[src/rtl/m_st7789_rx.sv]
// ST7789 SPI responder: deserialises the 9-bit DC+byte stream, decodes the command subset we
// use and turns RAMWR pixel pairs into framebuffer write strobes.
module m_st7789_rx #(
  parameter int unsigned IDLE_RESYNC = 64
) (
  input  logic        w_clk,
  input  logic        w_rst_n,
  input  logic        st7789_SCL,
  input  logic        st7789_SDA,
  input  logic        st7789_DC,
  input  logic        st7789_RES,
  output logic        o_we,
  output logic [15:0] o_waddr,
  output logic [15:0] o_wdata,
  output logic        o_frame_done,
  output logic        o_disp_on,
  output logic        o_invert,
  output logic [7:0]  o_madctl,
  output logic [7:0]  o_colmod
);

  localparam int unsigned IdleW = $clog2(IDLE_RESYNC + 1);

  typedef enum logic [2:0] {
    StIdle, StCaset, StRaset, StParam1, StRamwrHi, StRamwrLo
  } state_e;

  logic rst;
  assign rst = !w_rst_n || !st7789_RES;

  logic             r_scl, r_sda, r_dc, r_scl_d, r_sda_d, r_dc_d;
  logic             rise;
  logic [2:0]       bit_cnt;
  logic [6:0]       shift;
  logic [IdleW-1:0] idle_cnt;
  logic             byte_v, byte_dc;
  logic [7:0]       byte_q;

  assign rise = !r_scl_d && r_scl;

  // SCL registers reset high so a released reset with SCL idling never looks like an edge.
  always_ff @(posedge w_clk) begin
    if (rst) begin
      r_scl    <= 1'b1;
      r_sda    <= 1'b0;
      r_dc     <= 1'b0;
      r_scl_d  <= 1'b1;
      r_sda_d  <= 1'b0;
      r_dc_d   <= 1'b0;
      bit_cnt  <= 3'd0;
      shift    <= 7'd0;
      idle_cnt <= '0;
      byte_v   <= 1'b0;
      byte_dc  <= 1'b0;
      byte_q   <= 8'd0;
    end else begin
      r_scl   <= st7789_SCL;
      r_sda   <= st7789_SDA;
      r_dc    <= st7789_DC;
      r_scl_d <= r_scl;
      r_sda_d <= r_sda;
      r_dc_d  <= r_dc;
      byte_v  <= 1'b0;
      if (rise) begin
        idle_cnt <= '0;
        shift    <= {shift[5:0], r_sda_d};
        bit_cnt  <= bit_cnt + 3'd1;
        if (bit_cnt == 3'd7) begin
          byte_v  <= 1'b1;
          byte_q  <= {shift, r_sda_d};
          byte_dc <= r_dc_d;
        end
      end else if (idle_cnt == IdleW'(IDLE_RESYNC)) begin
        bit_cnt <= 3'd0;
      end else begin
        idle_cnt <= idle_cnt + IdleW'(1);
      end
    end
  end

  state_e     state;
  logic [1:0] pidx;
  logic [7:0] start_lo, hi_byte;
  logic       param_sel;
  logic [7:0] xs, xe, ys, ye, x, y;

  always_ff @(posedge w_clk) begin
    if (rst) begin
      state        <= StIdle;
      pidx         <= 2'd0;
      start_lo     <= 8'd0;
      hi_byte      <= 8'd0;
      param_sel    <= 1'b0;
      xs           <= 8'd0;
      xe           <= 8'd239;
      ys           <= 8'd0;
      ye           <= 8'd239;
      x            <= 8'd0;
      y            <= 8'd0;
      o_we         <= 1'b0;
      o_waddr      <= 16'd0;
      o_wdata      <= 16'd0;
      o_frame_done <= 1'b0;
      o_disp_on    <= 1'b0;
      o_invert     <= 1'b0;
      o_madctl     <= 8'd0;
      o_colmod     <= 8'd0;
    end else begin
      o_we         <= 1'b0;
      o_frame_done <= 1'b0;
      if (byte_v && !byte_dc) begin
        state <= StIdle;
        pidx  <= 2'd0;
        case (byte_q)
          8'h2A: state <= StCaset;
          8'h2B: state <= StRaset;
          8'h2C: begin
            state <= StRamwrHi;
            x     <= xs;
            y     <= ys;
          end
          8'h36: begin
            state     <= StParam1;
            param_sel <= 1'b0;
          end
          8'h3A: begin
            state     <= StParam1;
            param_sel <= 1'b1;
          end
          8'h01: begin
            xs        <= 8'd0;
            xe        <= 8'd239;
            ys        <= 8'd0;
            ye        <= 8'd239;
            o_disp_on <= 1'b0;
            o_invert  <= 1'b0;
            o_madctl  <= 8'd0;
            o_colmod  <= 8'd0;
          end
          8'h20: o_invert  <= 1'b0;
          8'h21: o_invert  <= 1'b1;
          8'h28: o_disp_on <= 1'b0;
          8'h29: o_disp_on <= 1'b1;
          default: ;
        endcase
      end else if (byte_v) begin
        case (state)
          StCaset, StRaset: begin
            pidx <= pidx + 2'd1;
            if (pidx == 2'd1) start_lo <= byte_q;
            // Window only commits once the end low byte arrives.
            if (pidx == 2'd3) begin
              state <= StIdle;
              if (state == StCaset) begin
                xs <= start_lo;
                xe <= byte_q;
              end else begin
                ys <= start_lo;
                ye <= byte_q;
              end
            end
          end
          StParam1: begin
            state <= StIdle;
            if (param_sel) o_colmod <= byte_q;
            else           o_madctl <= byte_q;
          end
          StRamwrHi: begin
            hi_byte <= byte_q;
            state   <= StRamwrLo;
          end
          StRamwrLo: begin
            state   <= StRamwrHi;
            o_we    <= 1'b1;
            o_waddr <= {y, x};
            o_wdata <= {hi_byte, byte_q};
            if (x != xe) begin
              x <= x + 8'd1;
            end else if (y != ye) begin
              x <= xs;
              y <= y + 8'd1;
            end else begin
              x            <= xs;
              y            <= ys;
              o_frame_done <= 1'b1;
            end
          end
          default: ;
        endcase
      end
    end
  end

endmodule

[config.mk]
export PLATFORM = sky130hd
export DESIGN_NAME = m_st7789_rx
export DESIGN_NICKNAME = d
export VERILOG_FILES = /design/src/rtl/m_st7789_rx.sv
export SDC_FILE = /design/constraint.sdc
export NUM_CORES = 1
export LEC_CHECK = 0
export BUFFER_PORTS_ARGS = -buffer_cell sky130_fd_sc_hd__buf_2
export CAP_MARGIN = 20
export CORE_ASPECT_RATIO = 1.5
export CORE_MARGIN = 3
export CORE_UTILIZATION = 53
export CTS_CLUSTER_DIAMETER = 50
export DETAILED_ROUTE_END_ITERATION = 7
export PLACE_DENSITY = 0.75
export SETUP_SLACK_MARGIN = 0.1
export SLEW_MARGIN = 20
export SYNTH_ARGS = -nofsm -noshare
export SYNTH_HDL_FRONTEND = slang
export SYNTH_SLANG_ARGS = --single-unit
[constraint.sdc]
create_clock -name w_clk -period 1.96 [get_ports w_clk]
set_input_delay 0.196 -clock w_clk [delete_from_list [all_inputs] [get_ports w_clk]]
set_output_delay 0.196 -clock w_clk [all_outputs]
set_load 0.05 [all_outputs]
==> impl_results.md <==
- Die area: 0.0136 sq mm
- CTS Buf Count: 17
- Die height: 141 um
- Crit Path Class: reg -> reg
- FF+latch area: 0.00311 sq mm
- Setup ws final: 109 ps
- Worst R2R Path Depth: 6
- Total gr overflow: 0
- Most used DFF post-synth: dfxtp_1
- Root Driver: clkbuf_16
- Syn Area/Cell: 8.38 sq um
- WP data arrival: 2140 ps
- Share of cells above drive strength 1: 0.218
- Fin crit share: 0.944
- Worst-Margin Slew: 644 ps
- Power per cell area: 826 mW/mm^2
- Vias per cell: 5.63
- Multi-input gate area: 0.00323 sq mm
- Commonest cells after routing, fill and taps aside: dfxtp_1, nand2_1, a21oi_1
- Yosys reg bits: 155
- Chip width: 96.3 um
- Setup WS pre-CTS: 7.33 ps
- Commonest non-fill, non-tap cell in the layout: dfxtp_1
- Drt wl/cell: 16.2 um
- Status: finished, final reports clean
- Htree depth: 4
- Starting Density: 0.554
- Synth warn: 0
- Final Critical Period: 1850 ps
- # diodes: 0
- PortBufs: 57
- Worst min-delay path class: in -> reg
- Core ar.: 0.0117 sq mm
- Initial antenna violation count: 0
- # clock sinks: 155
- RSZ-0062 raised after global routing: true
- Cell area after synthesis: 0.00648 sq mm
- Reg2Reg Setup Slack: 110 ps
- Critical path, cell by cell: nand2b_1 > nor4_4 > buf_4 > a21oi_2 > mux2i_1 > nor2_1
- DR DRC count: 0
- Max FO, Critical Path: 8
- Clk buf depth: 2
- Fmax: 540 MHz
- Worst-Skew Late Latency: 410 ps
- Sequential share of the synthesized area: 0.478
- Io pins: 58
- Post-synth EDFFs: 0
- GR Util All Layers: 0.249
- Via count: 5750
- CP required: 2250 ps
- Final HPWL DP: 11600 um
- FP Rows: 48
- Post-route ant nets: 0
- Filler cell count: 953
- Setup TNS: 0 ps
- TritonRoute pass-1 iters: 6
- CP max-delay cell: a21oi_2
- Worst Skew: 4.74 ps
- Largest net degree at the start of global routing: 114
- Vias in the first global route: 5491
- WL final: 16500 um
- Fraction of registers with async set/reset: 0
- Max_cap viols: 0
- Setup crit end kind: flip-flop
- Slew margin rel.: 0.570
- Final Max Tran Viols: 0
- Area growth from synthesis to final layout: 22.4%
- Final Hold Viols: 0
- Final setup fails: 0
- CTS tree: yes
- Mapped Cells: 774
- # nets final: 874
- Clk slew on worst S/H paths: 60 ps
- Initial drt markers: 337
- GP Congestion: 0.858
- CP peak stage delay: 480 ps
- Unique masters post-synth: 50
- First-pass GRT wire length: 26700 um
- Lkg Pwr: 3.09 nW
- Cell depth of the worst hold path: 2
- Peak supply drop: 0.000615 V
- Crit start category: flip-flop
- Syn nets: 788
==> layout make-up <==
type | instances | share of cell area
Multi-Input combinational cell | 559 | 0.407
Sequential cell | 155 | 0.392
Timing Repair Buffer | 119 | 0.0979
Clock buffer | 19 | 0.0571
Tap cell | 150 | 0.0236
Clock inverter | 12 | 0.0186
Inverter | 8 | 0.00378
==> per-layer routing <==
metal	vias to the layer above	track usage	wire length, um
li1	2795	-	-
met1	2749	0.279	6440
met2	169	0.446	8910
met3	37	0.0440	659
met4	0	0.116	530
met5	-	0	0
==> report_power, final <==
part	internal, mW	switching, mW	total, mW
logic	0.0233	0.0629	0.0861
clock network	2.05	1.26	3.31
registers	3.15	0.00331	3.16
total	5.23	1.32	6.55
==> cell families (layout without fill, tap and decap cells) <==
kind of cell | after synthesis | count (layout) | share of synthesized area
XOR/XNOR | 25 | 25 | 0.0338
AO/OA/AOI/OAI | 135 | 135 | 0.116
buffers and inverters | 60 | 158 | 0.0378
adder cells (fa/ha/maj) | 8 | 8 | 0.0154
multiplexers | 46 | 46 | 0.0714
AND/OR/NAND/NOR | 345 | 345 | 0.247
flip-flops | 155 | 155 | 0.478
==> through the flow <==
stage	power, mW	std cells	area, sq um	utilization	hold WS (ps)
global route	6.74	1022	7940	0.678	30.9
finish	6.55	1022	7940	0.678	25.0
detailed placement	3.31	983	7180	0.613	393
CTS	6.60	1018	7820	0.668	13.3
floorplan	3.28	774	6500	-	297
global placement	3.31	983	7180	0.613	400
==> flip-flops by register name (all words and copies together), names as in the netlist, 7 cells and up <==
| signal | cells |
|---|---|
| start_lo | 8 |
| x | 8 |
| ye | 8 |
| hi_byte | 8 |
| o_madctl | 8 |
| idle_cnt | 7 |
| o_waddr | 16 |
| o_colmod | 8 |
| byte_q | 8 |
| xe | 8 |
| ys | 8 |
| shift | 7 |
| o_wdata | 16 |
| xs | 8 |
| y | 8 |
==> worst max-delay path, delay by kind of cell (launching register included) <==
kind                   cells  cell delay, ps
multiplexers               1             280
buffers and inverters      1             160
flip-flops                 1             410
AO/OA/AOI/OAI              1             480
AND/OR/NAND/NOR            3             390
==> cells in the mapped netlist, types with 7 or more instances <==
cell,count,share of area
clkbuf_1,40,0.023
a21oi_1,81,0.063
xnor2_1,7,0.0095
and2_1,10,0.0096
nand3_1,34,0.026
inv_1,8,0.0046
buf_2,10,0.0077
ha_1,8,0.015
xor2_1,18,0.024
and3_1,7,0.0068
dfxtp_1,155,0.48
nand2_1,145,0.084
nor3_1,21,0.016
o22ai_1,10,0.0096
o21ai_0,23,0.018
nor2_1,77,0.045
mux2i_1,44,0.068
nand2b_1,14,0.014
==> repair_timing <==
item / in CTS / in global routing
hold buffers: 1 / 0
gates cloned: 0 / 0
pin swaps: 1 / 5
endpoints found under the hold margin: 1 / 0
buffers inserted: 3 / 4
gates resized for setup: 2 / 22
setup endpoints to repair: 33 / 51
==> final timing paths <==
kind	from	endpoint
setup / recovery	byte_dc	o_madctl[6]
hold reg to reg	r_dc_d	byte_dc
setup reg to reg	byte_dc	o_madctl[6]
hold / removal	st7789_DC	r_dc
(Power assumes the default switching activity.)
